$ cat config.mk
export PLATFORM = sky130hd
export DESIGN_NAME = pipe_stage_skid_reg
export DESIGN_NICKNAME = d
export VERILOG_FILES = /design/src/rtl/pipe_stage_skid_reg.sv
export SDC_FILE = /design/constraint.sdc
export NUM_CORES = 1
export LEC_CHECK = 0
export BUFFER_PORTS_ARGS = -buffer_cell sky130_fd_sc_hd__buf_2
export CAP_MARGIN = 20
export CORE_MARGIN = 2
export CORE_UTILIZATION = 43
export DETAILED_ROUTE_END_ITERATION = 8
export PLACE_DENSITY = 0.73
export REMOVE_ABC_BUFFERS = 1
export SETUP_SLACK_MARGIN = 0.05
export SLEW_MARGIN = 20
export SYNTH_ARGS = -nofsm -noshare
export SYNTH_HDL_FRONTEND = slang
export SYNTH_SLANG_ARGS = --single-unit
$ cat constraint.sdc
create_clock -name clk -period 4.1 [get_ports clk]
set_input_delay 0.205 -clock clk [delete_from_list [all_inputs] [get_ports clk]]
set_output_delay 0.205 -clock clk [all_outputs]
set_load 0.05 [all_outputs]
$ cat src/rtl/pipe_stage_skid_reg.sv
// Pipeline stage register with valid/ready handshake and a one-entry skid buffer.
// in_ready depends only on the skid flop, rst and flush; it never depends on out_ready.
module pipe_stage_skid_reg #(
  parameter int                DATA_W    = 32,
  parameter int                REG_W     = 5,
  parameter int                PC_W      = 30,
  parameter logic [DATA_W-1:0] NOP_INSTR = '0,
  parameter int                CNT_W     = 16
) (
  input  logic              clk,
  input  logic              rst,
  input  logic              flush,
  input  logic              in_valid,
  output logic              in_ready,
  input  logic [DATA_W-1:0] in_instr,
  input  logic [DATA_W-1:0] in_alu_out,
  input  logic [DATA_W-1:0] in_store_data,
  input  logic [REG_W-1:0]  in_wdst,
  input  logic [PC_W-1:0]   in_pc,
  output logic              out_valid,
  input  logic              out_ready,
  output logic [DATA_W-1:0] out_instr,
  output logic [DATA_W-1:0] out_alu_out,
  output logic [DATA_W-1:0] out_store_data,
  output logic [REG_W-1:0]  out_wdst,
  output logic [PC_W-1:0]   out_pc,
  output logic [CNT_W-1:0]  stall_cnt
);

  logic              main_valid_q, main_valid_d;
  logic              skid_valid_q, skid_valid_d;
  logic [DATA_W-1:0] instr_q, instr_d, alu_q, alu_d, sd_q, sd_d;
  logic [REG_W-1:0]  wdst_q, wdst_d;
  logic [PC_W-1:0]   pc_q, pc_d;
  logic [DATA_W-1:0] skid_instr_q, skid_instr_d, skid_alu_q, skid_alu_d, skid_sd_q, skid_sd_d;
  logic [REG_W-1:0]  skid_wdst_q, skid_wdst_d;
  logic [PC_W-1:0]   skid_pc_q, skid_pc_d;
  logic [CNT_W-1:0]  stall_q, stall_d;
  logic              in_fire, out_fire;

  assign in_ready = ~skid_valid_q & rst & ~flush;
  assign in_fire  = in_valid & in_ready;
  assign out_fire = main_valid_q & out_ready;

  always_comb begin
    main_valid_d = main_valid_q;
    skid_valid_d = skid_valid_q;
    instr_d      = instr_q;
    alu_d        = alu_q;
    sd_d         = sd_q;
    wdst_d       = wdst_q;
    pc_d         = pc_q;
    skid_instr_d = skid_instr_q;
    skid_alu_d   = skid_alu_q;
    skid_sd_d    = skid_sd_q;
    skid_wdst_d  = skid_wdst_q;
    skid_pc_d    = skid_pc_q;
    stall_d      = stall_q;
    if (flush) begin
      // Bubble injection: data fields other than instr/wdst keep their values.
      main_valid_d = 1'b0;
      skid_valid_d = 1'b0;
      instr_d      = NOP_INSTR;
      wdst_d       = '0;
    end else begin
      if (main_valid_q && !out_ready && (stall_q != {CNT_W{1'b1}}))
        stall_d = stall_q + {{(CNT_W-1){1'b0}}, 1'b1};
      if (skid_valid_q) begin
        if (out_fire) begin
          instr_d      = skid_instr_q;
          alu_d        = skid_alu_q;
          sd_d         = skid_sd_q;
          wdst_d       = skid_wdst_q;
          pc_d         = skid_pc_q;
          skid_valid_d = 1'b0;
        end
      end else if (in_fire && (!main_valid_q || out_fire)) begin
        instr_d      = in_instr;
        alu_d        = in_alu_out;
        sd_d         = in_store_data;
        wdst_d       = in_wdst;
        pc_d         = in_pc;
        main_valid_d = 1'b1;
      end else if (in_fire) begin
        skid_instr_d = in_instr;
        skid_alu_d   = in_alu_out;
        skid_sd_d    = in_store_data;
        skid_wdst_d  = in_wdst;
        skid_pc_d    = in_pc;
        skid_valid_d = 1'b1;
      end else if (out_fire) begin
        main_valid_d = 1'b0;
      end
    end
  end

  always_ff @(posedge clk) begin
    if (!rst) begin
      main_valid_q <= 1'b0;
      skid_valid_q <= 1'b0;
      instr_q      <= NOP_INSTR;
      alu_q        <= '0;
      sd_q         <= '0;
      wdst_q       <= '0;
      pc_q         <= '0;
      skid_instr_q <= '0;
      skid_alu_q   <= '0;
      skid_sd_q    <= '0;
      skid_wdst_q  <= '0;
      skid_pc_q    <= '0;
      stall_q      <= '0;
    end else begin
      main_valid_q <= main_valid_d;
      skid_valid_q <= skid_valid_d;
      instr_q      <= instr_d;
      alu_q        <= alu_d;
      sd_q         <= sd_d;
      wdst_q       <= wdst_d;
      pc_q         <= pc_d;
      skid_instr_q <= skid_instr_d;
      skid_alu_q   <= skid_alu_d;
      skid_sd_q    <= skid_sd_d;
      skid_wdst_q  <= skid_wdst_d;
      skid_pc_q    <= skid_pc_d;
      stall_q      <= stall_d;
    end
  end

  assign out_valid      = main_valid_q;
  assign out_instr      = instr_q;
  assign out_alu_out    = alu_q;
  assign out_store_data = sd_q;
  assign out_wdst       = wdst_q;
  assign out_pc         = pc_q;
  assign stall_cnt      = stall_q;

endmodule

==> impl_results.md <==
- Status: finished, final reports clean
- Setup Buffers After CTS: 0
- Most frequent cells in the layout: 284 x buf_2, 279 x dfxtp_1, 277 x nand2_1
- Worst slew margin: 0.293
- Critical Path Start Type: flop
- Net Sw Power: 1610 µW
- DR pass1 iterations: 8
- Buf/Inv on CP: 1
- Worst Setup End Kind: flop
- Die Width: 165 µm
- Hold EP: out_valid
- Detail Route Antenna Nets: 0
- Post-synthesis sequential area ratio: 0.505
- Clk_lat worst skew: 0.55 ns
- Final setup viols: 0
- Pwr dens: 423 mW/mm²
- Largest stage delay on the critical path: 0.80 ns
- Die Ht: 165 µm
- RR Startpoint: skid_valid_q
- # rows: 58
- Ys async rst share: 0
- Area Overhead vs Synth: 34.8%
- Clk buf depth: 3
- Sw Ratio: 0.255
- GRT overflow: 0
- Final WL: 30.0 mm
- Total global routing track utilization: 0.213
- Slew @ Worst Pin: 1.06 ns
- Vias post-DR: 10300
- Leading cell type in the layout, fill and taps excluded: buf_2
- Setup Skew: 0.0161 ns
- Final Net Count: 1765
- Clk network pwr share: 0.435
- Cells after Synth: 1272
- Ys Warns: 0
- DR iter-0 viols: 639
- Die area: 0.0271 mm²
- Minimum clock period: 2.56 ns
- DRC Markers: 0
- LEAKAGE: 0.00558 µW
- Peak Freq: 391 MHz
- Root Buffer: clkbuf_16
- Worst hold start: in_valid
- Crit path kind: reg2reg
- Critical path data arrival time: 3.00 ns
- Comb pwr share: 0.118
- Max_cap viols: 0
- Final Wtd Congestion: 0.782
- Total negative slack: 0 ns
- Post-Syn Area: 0.0111 mm²
- Final design utilization: 0.592
- H-tree level count: 1
- Final period util: 0.624
- Most used DFF post-synth: dfxtp_1
- Starting Density: 0.440
- Reg-to-reg slack, setup: 1.54 ns
- Clock transition at path regs: 0.06 ns
- Final hold vios: 0
- Crit-path cells: a21oi_1 > nor4_4 > buf_4 > nor2_1 > a211oi_1
- Largest net degree at the start of global routing: 119
- R2R cell count: 5
- I/O Buffers: 284
- WP data required: 4.54 ns
- Initial antenna violation count: 2
- Worst Hold Depth: 3
- Core Region: 0.0253 mm²
- Peak VDD IR: 0.370 mV
- Share of cells above drive strength 1: 0.211
- Pint: 4720 µW
- Flop pwr share: 0.447
- Vias in the first global route: 9834
- Via-to-Cell Ratio: 5.18
- Worst hold slack: 0.0500 ns
- Post-synthesis register bit count: 280
- RSZ-0062 raised after global routing: false
- Setup WS post-layout: 1.54 ns
- Unique masters post-synth: 37
- Total CTS buffers: 29
- HPWL after DPL: 17.6 mm
- Drt wl/cell: 15.2 µm
- Total power: 6330 µW
- Max Slew Vio Count: 0
- I/O pin count: 285
- Place WS: 1.67 ns
- Post-synth EDFFs: 0
- Tightest Hold Check Type: in2reg
- Delay-heaviest family, CP: buffers and inverters
- R2R Path End: out_pc[14]
- CTS tree: built
- Avg Cell Area, Syn: 8.73 µm²
- Clock sink count: 280
- CP max FO: 106
- First-pass GRT wire length: 47.4 mm
- Worst path slowest cell: buf_4
==> worst max path at each step <==
stage,depth (start not counted),endpoint,slack (ns),start
5_1_grt,5,out_pc[14],1.36,skid_valid_q
3_3_place_gp,5,out_store_data[9],1.82,skid_valid_q
2_1_floorplan,3,out_alu_out[0],-5.77,skid_valid_q
6_report,5,out_pc[14],1.54,skid_valid_q
3_5_place_dp,5,out_alu_out[5],1.67,skid_valid_q
4_1_cts,5,out_alu_out[5],1.66,skid_valid_q
==> through the flow <==
step / cells / cell area, µm²
floorplan: 1168 / 10700
global placement: 1794 / 12600
finish: 1979 / 15000
CTS: 1977 / 15000
detailed placement: 1794 / 12600
global route: 1977 / 15000
==> sequential cells by signal, indices dropped and copies added (netlist names) <==
signal / cells
out_alu_out: 32
out_instr: 32
out_store_data: 32
skid_alu_q: 32
skid_instr_q: 32
skid_sd_q: 32
out_pc: 30
skid_pc_q: 30
stall_cnt: 16
out_wdst: 5
skid_wdst_q: 5
out_valid: 1
skid_valid_q: 1
==> area by class of cell <==
| cell class | instances | area (µm²) |
|---|---|---|
| fill | 2130 | 10300 |
| sequential | 280 | 5610 |
| multi-input combinational | 883 | 5070 |
| timing repair buffer | 429 | 2860 |
| clock buffer | 37 | 787 |
| tap | 330 | 413 |
| clock inverter | 13 | 203 |
| inverter | 5 | 23.8 |
| antenna | 2 | 5.00 |
==> logic make-up (layout without fill, tap and decap cells) <==
family | after synthesis | after routing | synth area share
DFF | 280 | 280 | 0.505
AOI/OAI and AO/OA | 291 | 291 | 0.164
other | 0 | 2 | 0
buffers and inverters | 109 | 484 | 0.0407
adders and majority gates | 1 | 1 | 0.00113
muxes | 138 | 138 | 0.124
and+or+nand+nor | 453 | 453 | 0.165
==> cell usage after synthesis, drive strengths merged (5+ instances only) <==
| cell type | instances | share of area |
|---|---|---|
| buf | 45 | 0.019 |
| nand2 | 277 | 0.094 |
| a21oi | 142 | 0.064 |
| a211oi | 135 | 0.091 |
| clkbuf | 59 | 0.020 |
| or3 | 5 | 0.0028 |
| nand2b | 8 | 0.0045 |
| dfxtp | 280 | 0.50 |
| mux2i | 138 | 0.12 |
| o21ai | 6 | 0.0027 |
| nand3 | 7 | 0.0032 |
| nor2 | 134 | 0.045 |
| inv | 5 | 0.0017 |
==> power groups by stage <==
stage / registers (µW) / clock network (µW) / logic (µW)
after global routing: 2840 / 2900 / 802
after detailed placement: 2890 / 0 / 639
after CTS: 2830 / 2800 / 740
after global placement: 2890 / 0 / 631
final: 2830 / 2760 / 747
after floorplan: 3110 / 0 / 223
==> what timing repair did <==
action | CTS | global route
endpoints found under the hold margin | 189 | 0
resized for setup | 0 | 0
hold buffers | 133 | 0
==> worst min-delay path, delay by kind of cell <==
kind                   cells  cell delay (ns)
AND/OR/NAND/NOR            1             0.14
AO/OA/AOI/OAI              1             0.08
buffers and inverters      1             0.13
==> metal layers <==
metal / wire length (µm) / global-route usage
met5: 13 / 0
met4: 999 / 0.0818
met2: 14200 / 0.372
met3: 2490 / 0.0565
met1: 12300 / 0.248
(Power assumes the default switching activity.)
